$ cat src/rtl/traffic_phase_scheduler_pkg.sv
// Shared types for the intersection phase scheduler:
// state and next_sel encodings, lamp patterns.
package traffic_pkg;

  typedef enum logic [2:0] {
    ST_ALL_R  = 3'd0,
    ST_MAIN_G = 3'd1,
    ST_MAIN_Y = 3'd2,
    ST_LEFT_G = 3'd3,
    ST_LEFT_Y = 3'd4,
    ST_PED_W  = 3'd5,
    ST_PED_F  = 3'd6,
    ST_FLASH  = 3'd7
  } state_t;

  typedef enum logic [1:0] {
    SEL_MAIN  = 2'd0,
    SEL_LEFT  = 2'd1,
    SEL_PED   = 2'd2,
    SEL_FLASH = 2'd3
  } sel_t;

  localparam logic [2:0] LAMP_R   = 3'b100;
  localparam logic [2:0] LAMP_Y   = 3'b010;
  localparam logic [2:0] LAMP_G   = 3'b001;
  localparam logic [2:0] LAMP_OFF = 3'b000;

  localparam logic [3:0] LLAMP_R   = 4'b1000;
  localparam logic [3:0] LLAMP_Y   = 4'b0100;
  localparam logic [3:0] LLAMP_G   = 4'b0011;
  localparam logic [3:0] LLAMP_OFF = 4'b0000;

endpackage

$ cat src/rtl/traffic_phase_scheduler_if.sv
// Intersection bus: tick/queue/request inputs, lamp and status outputs.
// master drives sec_tick,H,L,ped_req,flash_en; slave drives the rest.
interface traffic_phase_scheduler_if #(
  parameter int CW = 5
);
  logic          sec_tick;
  logic [2:0]    H;
  logic [2:0]    L;
  logic          ped_req;
  logic          flash_en;
  logic [2:0]    RYG;
  logic [3:0]    LRYG;
  logic          walk;
  logic          ped_pend;
  logic [CW-1:0] count_out;
  logic [2:0]    phase;

  modport master (
    output sec_tick, H, L, ped_req, flash_en,
    input  RYG, LRYG, walk, ped_pend, count_out, phase
  );

  modport slave (
    input  sec_tick, H, L, ped_req, flash_en,
    output RYG, LRYG, walk, ped_pend, count_out, phase
  );
endinterface

$ cat src/rtl/traffic_phase_scheduler_phase_timer.sv
// Per-state down-counter: load wins over tick, holds at zero.
// Ports: clk, reset(async low), load, load_val, tick -> count, zero.
module phase_timer #(
  parameter int CW      = 5,
  parameter int RST_VAL = 1
) (
  input  logic          clk,
  input  logic          reset,
  input  logic          load,
  input  logic [CW-1:0] load_val,
  input  logic          tick,
  output logic [CW-1:0] count,
  output logic          zero
);

  always_ff @(posedge clk or negedge reset) begin
    if (!reset) begin
      count <= CW'(RST_VAL);
    end else if (load) begin
      count <= load_val;
    end else if (tick && count != '0) begin
      count <= count - CW'(1);
    end
  end

  assign zero = (count == '0);

endmodule

$ cat src/rtl/traffic_phase_scheduler.sv
// Intersection phase sequencer: main, protected left, pedestrian, flash.
// Ports: clk, reset(async low), bus (slave) carrying ticks, queues, lamps.
module traffic_phase_scheduler
  import traffic_pkg::*;
#(
  parameter int MIN_GREEN = 10,
  parameter int STEP      = 3,
  parameter int MAX_GREEN = 30,
  parameter int LEFT_BASE = 4,
  parameter int YELLOW    = 3,
  parameter int ALL_RED   = 2,
  parameter int WALK      = 7,
  parameter int PED_FLASH = 5,
  parameter int CW        = 5
) (
  input  logic clk,
  input  logic reset,
  traffic_phase_scheduler_if.slave bus
);

  state_t        state, state_nx;
  sel_t          next_sel, sel_nx;
  logic          ped_pend, blink;
  logic          tmr_load, tmr_zero, done;
  logic [CW-1:0] tmr_val, tmr_cnt;
  logic [5:0]    g_sum, g_main, g_left;
  logic [2:0]    ryg_q;
  logic [3:0]    lryg_q;
  logic          walk_q;
  logic          enter_ped;

  // 6-bit sums so H=7 cannot wrap before the clamp
  assign g_sum  = 6'(MIN_GREEN) + 6'(STEP) * {3'b000, bus.H};
  assign g_main = (g_sum > 6'(MAX_GREEN)) ? 6'(MAX_GREEN) : g_sum;
  assign g_left = 6'(LEFT_BASE) + {3'b000, bus.L};

  assign done = bus.sec_tick && tmr_zero;

  always_comb begin
    state_nx = state;
    unique case (state)
      ST_ALL_R: if (done) begin
        unique case (next_sel)
          SEL_MAIN:  state_nx = ST_MAIN_G;
          SEL_LEFT:  state_nx = ST_LEFT_G;
          SEL_PED:   state_nx = ST_PED_W;
          SEL_FLASH: state_nx = ST_FLASH;
          default:   state_nx = ST_MAIN_G;
        endcase
      end
      ST_MAIN_G: if (bus.flash_en || done) state_nx = ST_MAIN_Y;
      ST_MAIN_Y: if (done) state_nx = ST_ALL_R;
      ST_LEFT_G: if (bus.flash_en || done) state_nx = ST_LEFT_Y;
      ST_LEFT_Y: if (done) state_nx = ST_ALL_R;
      ST_PED_W:  if (bus.flash_en || done) state_nx = ST_PED_F;
      ST_PED_F:  if (done) state_nx = ST_ALL_R;
      ST_FLASH:  if (bus.sec_tick && !bus.flash_en) state_nx = ST_ALL_R;
      default:   state_nx = ST_ALL_R;
    endcase
  end

  // Where ALL_R goes next; only latched on the clk that enters ALL_R
  always_comb begin
    sel_nx = SEL_MAIN;
    if (bus.flash_en) begin
      sel_nx = SEL_FLASH;
    end else if (state == ST_MAIN_Y && bus.L != 3'd0) begin
      sel_nx = SEL_LEFT;
    end else if ((state == ST_MAIN_Y || state == ST_LEFT_Y) && ped_pend) begin
      sel_nx = SEL_PED;
    end
  end

  assign tmr_load = (state_nx != state);

  always_comb begin
    tmr_val = '0;
    unique case (state_nx)
      ST_ALL_R:  tmr_val = CW'(ALL_RED - 1);
      ST_MAIN_G: tmr_val = CW'(g_main - 6'd1);
      ST_MAIN_Y: tmr_val = CW'(YELLOW - 1);
      ST_LEFT_G: tmr_val = CW'(g_left - 6'd1);
      ST_LEFT_Y: tmr_val = CW'(YELLOW - 1);
      ST_PED_W:  tmr_val = CW'(WALK - 1);
      ST_PED_F:  tmr_val = CW'(PED_FLASH - 1);
      ST_FLASH:  tmr_val = '0;
      default:   tmr_val = '0;
    endcase
  end

  phase_timer #(
    .CW      (CW),
    .RST_VAL (ALL_RED - 1)
  ) u_timer (
    .clk      (clk),
    .reset    (reset),
    .load     (tmr_load),
    .load_val (tmr_val),
    .tick     (bus.sec_tick),
    .count    (tmr_cnt),
    .zero     (tmr_zero)
  );

  assign enter_ped = (state_nx == ST_PED_W) && (state != ST_PED_W);

  always_ff @(posedge clk or negedge reset) begin
    if (!reset) begin
      state    <= ST_ALL_R;
      next_sel <= SEL_MAIN;
      ped_pend <= 1'b0;
      blink    <= 1'b0;
    end else begin
      state    <= state_nx;
      // a press on the serving clk is kept for the next cycle
      ped_pend <= bus.ped_req | (ped_pend & ~enter_ped);
      if (state_nx == ST_ALL_R && state != ST_ALL_R) begin
        next_sel <= sel_nx;
      end
      // blinking phases start lit
      if (tmr_load) begin
        blink <= 1'b1;
      end else if (bus.sec_tick) begin
        blink <= ~blink;
      end
    end
  end

  always_ff @(posedge clk or negedge reset) begin
    if (!reset) begin
      ryg_q  <= LAMP_R;
      lryg_q <= LLAMP_R;
      walk_q <= 1'b0;
    end else begin
      ryg_q  <= LAMP_R;
      lryg_q <= LLAMP_R;
      walk_q <= 1'b0;
      unique case (state)
        ST_MAIN_G: ryg_q  <= LAMP_G;
        ST_MAIN_Y: ryg_q  <= LAMP_Y;
        ST_LEFT_G: lryg_q <= LLAMP_G;
        ST_LEFT_Y: lryg_q <= LLAMP_Y;
        ST_PED_W:  walk_q <= 1'b1;
        ST_PED_F:  walk_q <= blink;
        ST_FLASH: begin
          ryg_q  <= blink ? LAMP_Y : LAMP_OFF;
          lryg_q <= blink ? LLAMP_R : LLAMP_OFF;
        end
        default: ;
      endcase
    end
  end

  assign bus.RYG       = ryg_q;
  assign bus.LRYG      = lryg_q;
  assign bus.walk      = walk_q;
  assign bus.ped_pend  = ped_pend;
  assign bus.count_out = tmr_cnt;
  assign bus.phase     = state;

endmodule
$ cat src/flat_wrapper.sv
// flat-port wrapper written by rule: the top's interface ports become plain ports
module traffic_phase_scheduler_flat import traffic_pkg::*;
#(
  parameter int MIN_GREEN = 10,
  parameter int STEP      = 3,
  parameter int MAX_GREEN = 30,
  parameter int LEFT_BASE = 4,
  parameter int YELLOW    = 3,
  parameter int ALL_RED   = 2,
  parameter int WALK      = 7,
  parameter int PED_FLASH = 5,
  parameter int CW        = 5
)
  (clk, reset, bus_sec_tick, bus_H, bus_L, bus_ped_req, bus_flash_en, bus_RYG, bus_LRYG, bus_walk, bus_ped_pend, bus_count_out, bus_phase);
  traffic_phase_scheduler_if #(.CW(CW)) bus_i ();
  input  logic clk;
  input  logic reset;
  input wire logic [$bits(bus_i.sec_tick)-1:0] bus_sec_tick;
  input wire logic [$bits(bus_i.H)-1:0] bus_H;
  input wire logic [$bits(bus_i.L)-1:0] bus_L;
  input wire logic [$bits(bus_i.ped_req)-1:0] bus_ped_req;
  input wire logic [$bits(bus_i.flash_en)-1:0] bus_flash_en;
  output wire logic [$bits(bus_i.RYG)-1:0] bus_RYG;
  output wire logic [$bits(bus_i.LRYG)-1:0] bus_LRYG;
  output wire logic [$bits(bus_i.walk)-1:0] bus_walk;
  output wire logic [$bits(bus_i.ped_pend)-1:0] bus_ped_pend;
  output wire logic [$bits(bus_i.count_out)-1:0] bus_count_out;
  output wire logic [$bits(bus_i.phase)-1:0] bus_phase;
  assign bus_i.sec_tick = bus_sec_tick;
  assign bus_i.H = bus_H;
  assign bus_i.L = bus_L;
  assign bus_i.ped_req = bus_ped_req;
  assign bus_i.flash_en = bus_flash_en;
  assign bus_RYG = bus_i.RYG;
  assign bus_LRYG = bus_i.LRYG;
  assign bus_walk = bus_i.walk;
  assign bus_ped_pend = bus_i.ped_pend;
  assign bus_count_out = bus_i.count_out;
  assign bus_phase = bus_i.phase;
  traffic_phase_scheduler #(.MIN_GREEN(MIN_GREEN), .STEP(STEP), .MAX_GREEN(MAX_GREEN), .LEFT_BASE(LEFT_BASE), .YELLOW(YELLOW), .ALL_RED(ALL_RED), .WALK(WALK), .PED_FLASH(PED_FLASH), .CW(CW)) u_core (.clk(clk), .reset(reset), .bus(bus_i));
endmodule
$ cat config.mk
export PLATFORM = sky130hd
export DESIGN_NAME = traffic_phase_scheduler_flat
export DESIGN_NICKNAME = d
export VERILOG_FILES = /design/src/rtl/traffic_phase_scheduler_pkg.sv /design/src/rtl/traffic_phase_scheduler_if.sv /design/src/rtl/traffic_phase_scheduler_phase_timer.sv /design/src/rtl/traffic_phase_scheduler.sv /design/src/flat_wrapper.sv
export SDC_FILE = /design/constraint.sdc
export NUM_CORES = 1
export LEC_CHECK = 0
export ABC_AREA = 1
export CORE_MARGIN = 5
export CORE_UTILIZATION = 50
export DETAILED_ROUTE_END_ITERATION = 8
export DONT_BUFFER_PORTS = 1
export HOLD_SLACK_MARGIN = 0.03
export PLACE_DENSITY = 0.66
export SLEW_MARGIN = 5
export SYNTH_ARGS = -nofsm -noshare
export SYNTH_HDL_FRONTEND = slang
export SYNTH_HIERARCHICAL = 1
export SYNTH_SLANG_ARGS = --single-unit
$ cat constraint.sdc
create_clock -name clk -period 3.5 [get_ports clk]
set_clock_uncertainty 0.15 [all_clocks]
set_input_delay 0.7 -clock clk [delete_from_list [all_inputs] [get_ports clk]]
set_output_delay 0.7 -clock clk [all_outputs]
set_load 0.02 [all_outputs]
==> impl_results.md <==
- Result of the run: finished clean
- Net count after synthesis: 236
- Worst hold-check path type: primary input to async pin
- CP Max Fanout: 8
- Bufs on Longest Clock Path: 2
- Share of final-layout standard cells stronger than drive strength 1: 17.51%
- Post-CTS setup-driven buffer insertion count: 0
- DIE HEIGHT: 66.11 microns
- Number of endpoints failing setup at the final stage: 0
- Via count of the first global-routing pass: 1348
- Mapped Avg Cell Area: around 7.3 sq um
- Leftover overflow at the end of global routing: 0
- Number of ports placed on the die boundary: 28
- Post-DRT Antenna Nets: 0
- Combined area of all synthesized cells: between 1500 and 2000 sq um
- Ys flop type: dfrtp_1
- DR WL/cell: 12.68 microns
- Number of CTS-inserted buffers: 3
- Highest-count cells in the layout ignoring fill and taps: 64 x nand2_1, 26 x inv_1, 21 x nand3_1
- Initial DRC Count: 56
- Clock insertion delay at the later pin of the skew report: 0.29 ns
- Cell Rows: 20
- Final sum of negative setup slack: 0 ns
- Port buffer count: 0
- Critical path cell sequence: inv_1 -> ha_1 -> nand3b_2 -> inv_1 -> nand2_1 -> nand2_1 -> nand2_1 -> nand2_1 -> nor2_4 -> nand2_2 -> nand2_2 -> nand2_1 -> nand2_1 -> inv_1 -> nand2_1 -> inv_2 -> o21ai_0 -> nand2_1 -> nand2_1 -> nand2_1
- Sequential fraction of the synthesis area: a little under a third
- Detailed-route via count: 1356
- Antenna Cells: 0
- Wire length of the first global-routing pass: 5871 microns
- Final non-filler cell total: between 200 and 300
- Clock root cell: clkbuf_4
- Horiz. Die Dim: 66.11 microns
- Cell count after synthesis: 215
- Final #Nets: 239
- Unrepaired setup endpoints after global routing: false
- Highest achievable clock rate: 337.7 MHz
- Biggest area consumer among synthesized cells: dfrtp_1
- Final HPWL from detailed placement: around 2700 microns
- Worst slew pin tran: 0.7638 ns
- Final Max Slew Viols: 0
- Clk sink count: 19
- Initial Utilization: 51.98%
- Max-cap violations: 0
- Maximum ir drop on the vdd rail: 390.7 uV
- Reg clk slew, reported paths: 0.11 ns
- Leading cell type in the layout, fill and taps excluded: nand2_1
- Power per standard cell area: 1124 nW/um^2
- Leakage power total: 0.8582 nW
- Worst Path Class, Setup: flip-flop to flip-flop
- Detailed-routing iteration count for the pre-antenna-repair pass: 4
- Number of hold violations in the final report: 0
- Number of remaining DRC errors: 0
- CTS tree: yes
- Total Wirelength: 3310 microns
- Die outline area: 4370 sq um
- Htree depth: 1
- Largest net degree at the start of global routing: 17
- Placed cell count: 256
- GR Util All Layers: 17.02%
- Number of resized instances in the post-cts repair step: 0
- Antenna violations before repair: 0
- Critical Path RT: about 3.5 ns
- Post-synthesis register bit count: 19
- Distinct cell type count after synthesis: 36
- Vias per std cell: about 5.2
- Number of warnings reported in the yosys synthesis log: 6
- Crit path largest cell delay: 0.61 ns
- Critical path capture point type: flip-flop
- Critical path's most frequent cell: nand2_1
- Worst path slowest cell: dfstp_2
- Crit path arrival time: 3.00 ns
- Top-area cell type share of the netlist area: 25.44%
- Async set or reset register ratio after synthesis: 100.0%
- Share of the cycle needed by the critical path after routing: 84.61%
- Relative area change from synthesis to final layout: 4.133%
- Count of flip-flops with a built-in enable after synthesis: 0
- Core region area: 3028 sq um
- Routability cong.: 0.9174
- Area contributors post-synth: dfrtp_1 25%, nand2_1 15%, ha_1 7.9%
- Worst max-slew margin expressed relative to the limit: 48.91%
- Type of element launching the critical path: flip-flop
- Period minus WS final: 2.961 ns
## cells in the mapped netlist, types with 2 or more instances
master	n
nand2_2	6
o21ai_0	5
dfstp_2	3
inv_2	4
ha_1	10
nor2_2	6
xor2_1	3
nand4_1	3
dfrtp_1	16
a21oi_1	4
buf_4	2
o21ai_2	2
inv_1	26
nand2_4	4
nand3_1	21
nand2_1	64
nor2_4	3
nor3_1	2
nor2_1	14
## worst paths after layout
path	start	end	slack [ns]	depth (start not counted)
worst max-delay path	u_core/u_timer/count[0]	u_core/u_timer/count[2]	0.54	20
worst min-delay path	reset	u_core/bus.RYG[2]	0.08	0
worst max register to register	u_core/u_timer/count[0]	u_core/u_timer/count[2]	0.54	20
worst min register to register	u_core/next_sel[0]	u_core/next_sel[0]	0.34	2
max in group asynchronous	reset	u_core/blink	1.96	1
min in group clk	u_core/next_sel[0]	u_core/next_sel[0]	0.34	2
## per-stage QoR
| stage | hold WS, ns | setup slack [ns] | total power [W] | utilization, % | instance area (sq um) |
|---|---|---|---|---|---|
| 2_1_floorplan | 0.2544 | 0.9015 | 0.001524 | - | 1574 |
| 3_3_place_gp | 0.2549 | 0.6595 | 0.001703 | 52.93 | 1603 |
| 3_5_place_dp | 0.2549 | 0.5805 | 0.001725 | 52.93 | 1603 |
| 4_1_cts | 0.06982 | 0.5589 | 0.001848 | 54.13 | 1639 |
| 5_1_grt | 0.04872 | 0.2491 | 0.002033 | 54.13 | 1639 |
| 6_report | 0.07952 | 0.5386 | 0.001842 | 54.13 | 1639 |
## worst max-delay path: cells and delay by family (launching register included)
family	cells	cell delay, ns
flops	1	0.61
buf+inv	4	0.34
compound gates	1	0.10
fa+ha+maj	1	0.27
simple gates	14	1.37
## state kept, by name, summed over array words and instances, names as in the netlist
register,cells
u_core/blink,1
u_core/bus.LRYG,3
u_core/bus.RYG,3
u_core/bus.ped_pend,1
u_core/bus.phase,3
u_core/bus.walk,1
u_core/next_sel,2
u_core/u_timer/count,5
## logic make-up (layout without fill, tap and decap cells)
group	count (synthesis)	after routing	share of synthesized area (%)
buf+inv	35	37	9.617
simple gates	128	128	40.86
compound gates	19	19	8.904
flops	19	19	30.45
xor+xnor	4	4	2.226
fa+ha+maj	10	10	7.949
## per-layer routing
| layer | wire (microns) | global-route usage [%] |
|---|---|---|
| met1 | 1541 | 21.91 |
| met2 | 1504 | 28.62 |
| met3 | 250 | 4.422 |
| met4 | 13 | 3.299 |
| met5 | 0 | 0 |
## power breakdown
group	total, W	switching, W	internal [W]
Clock	0.000110	0.0000661	0.0000443
Sequential	0.000529	0.000199	0.000330
Combinational	0.00120	0.000788	0.000414
Total	0.00184	0.00105	0.000788
## layout make-up
class                           instances  area, sq um
Fill cell                             299         1389
Multi-Input combinational cell        161        943.4
Sequential cell                        19        479.2
Inverter                               32        125.1
Tap cell                               44        55.05
Clock buffer                            4        26.28
Timing Repair Buffer                    1        10.01
## repair_timing
action | CTS | global route
setup endpoints to repair | 0 | 0
hold endpoints to repair | 16 | 0
hold buffers | 1 | 0
Note: power is estimated with default switching activity, not from simulation.
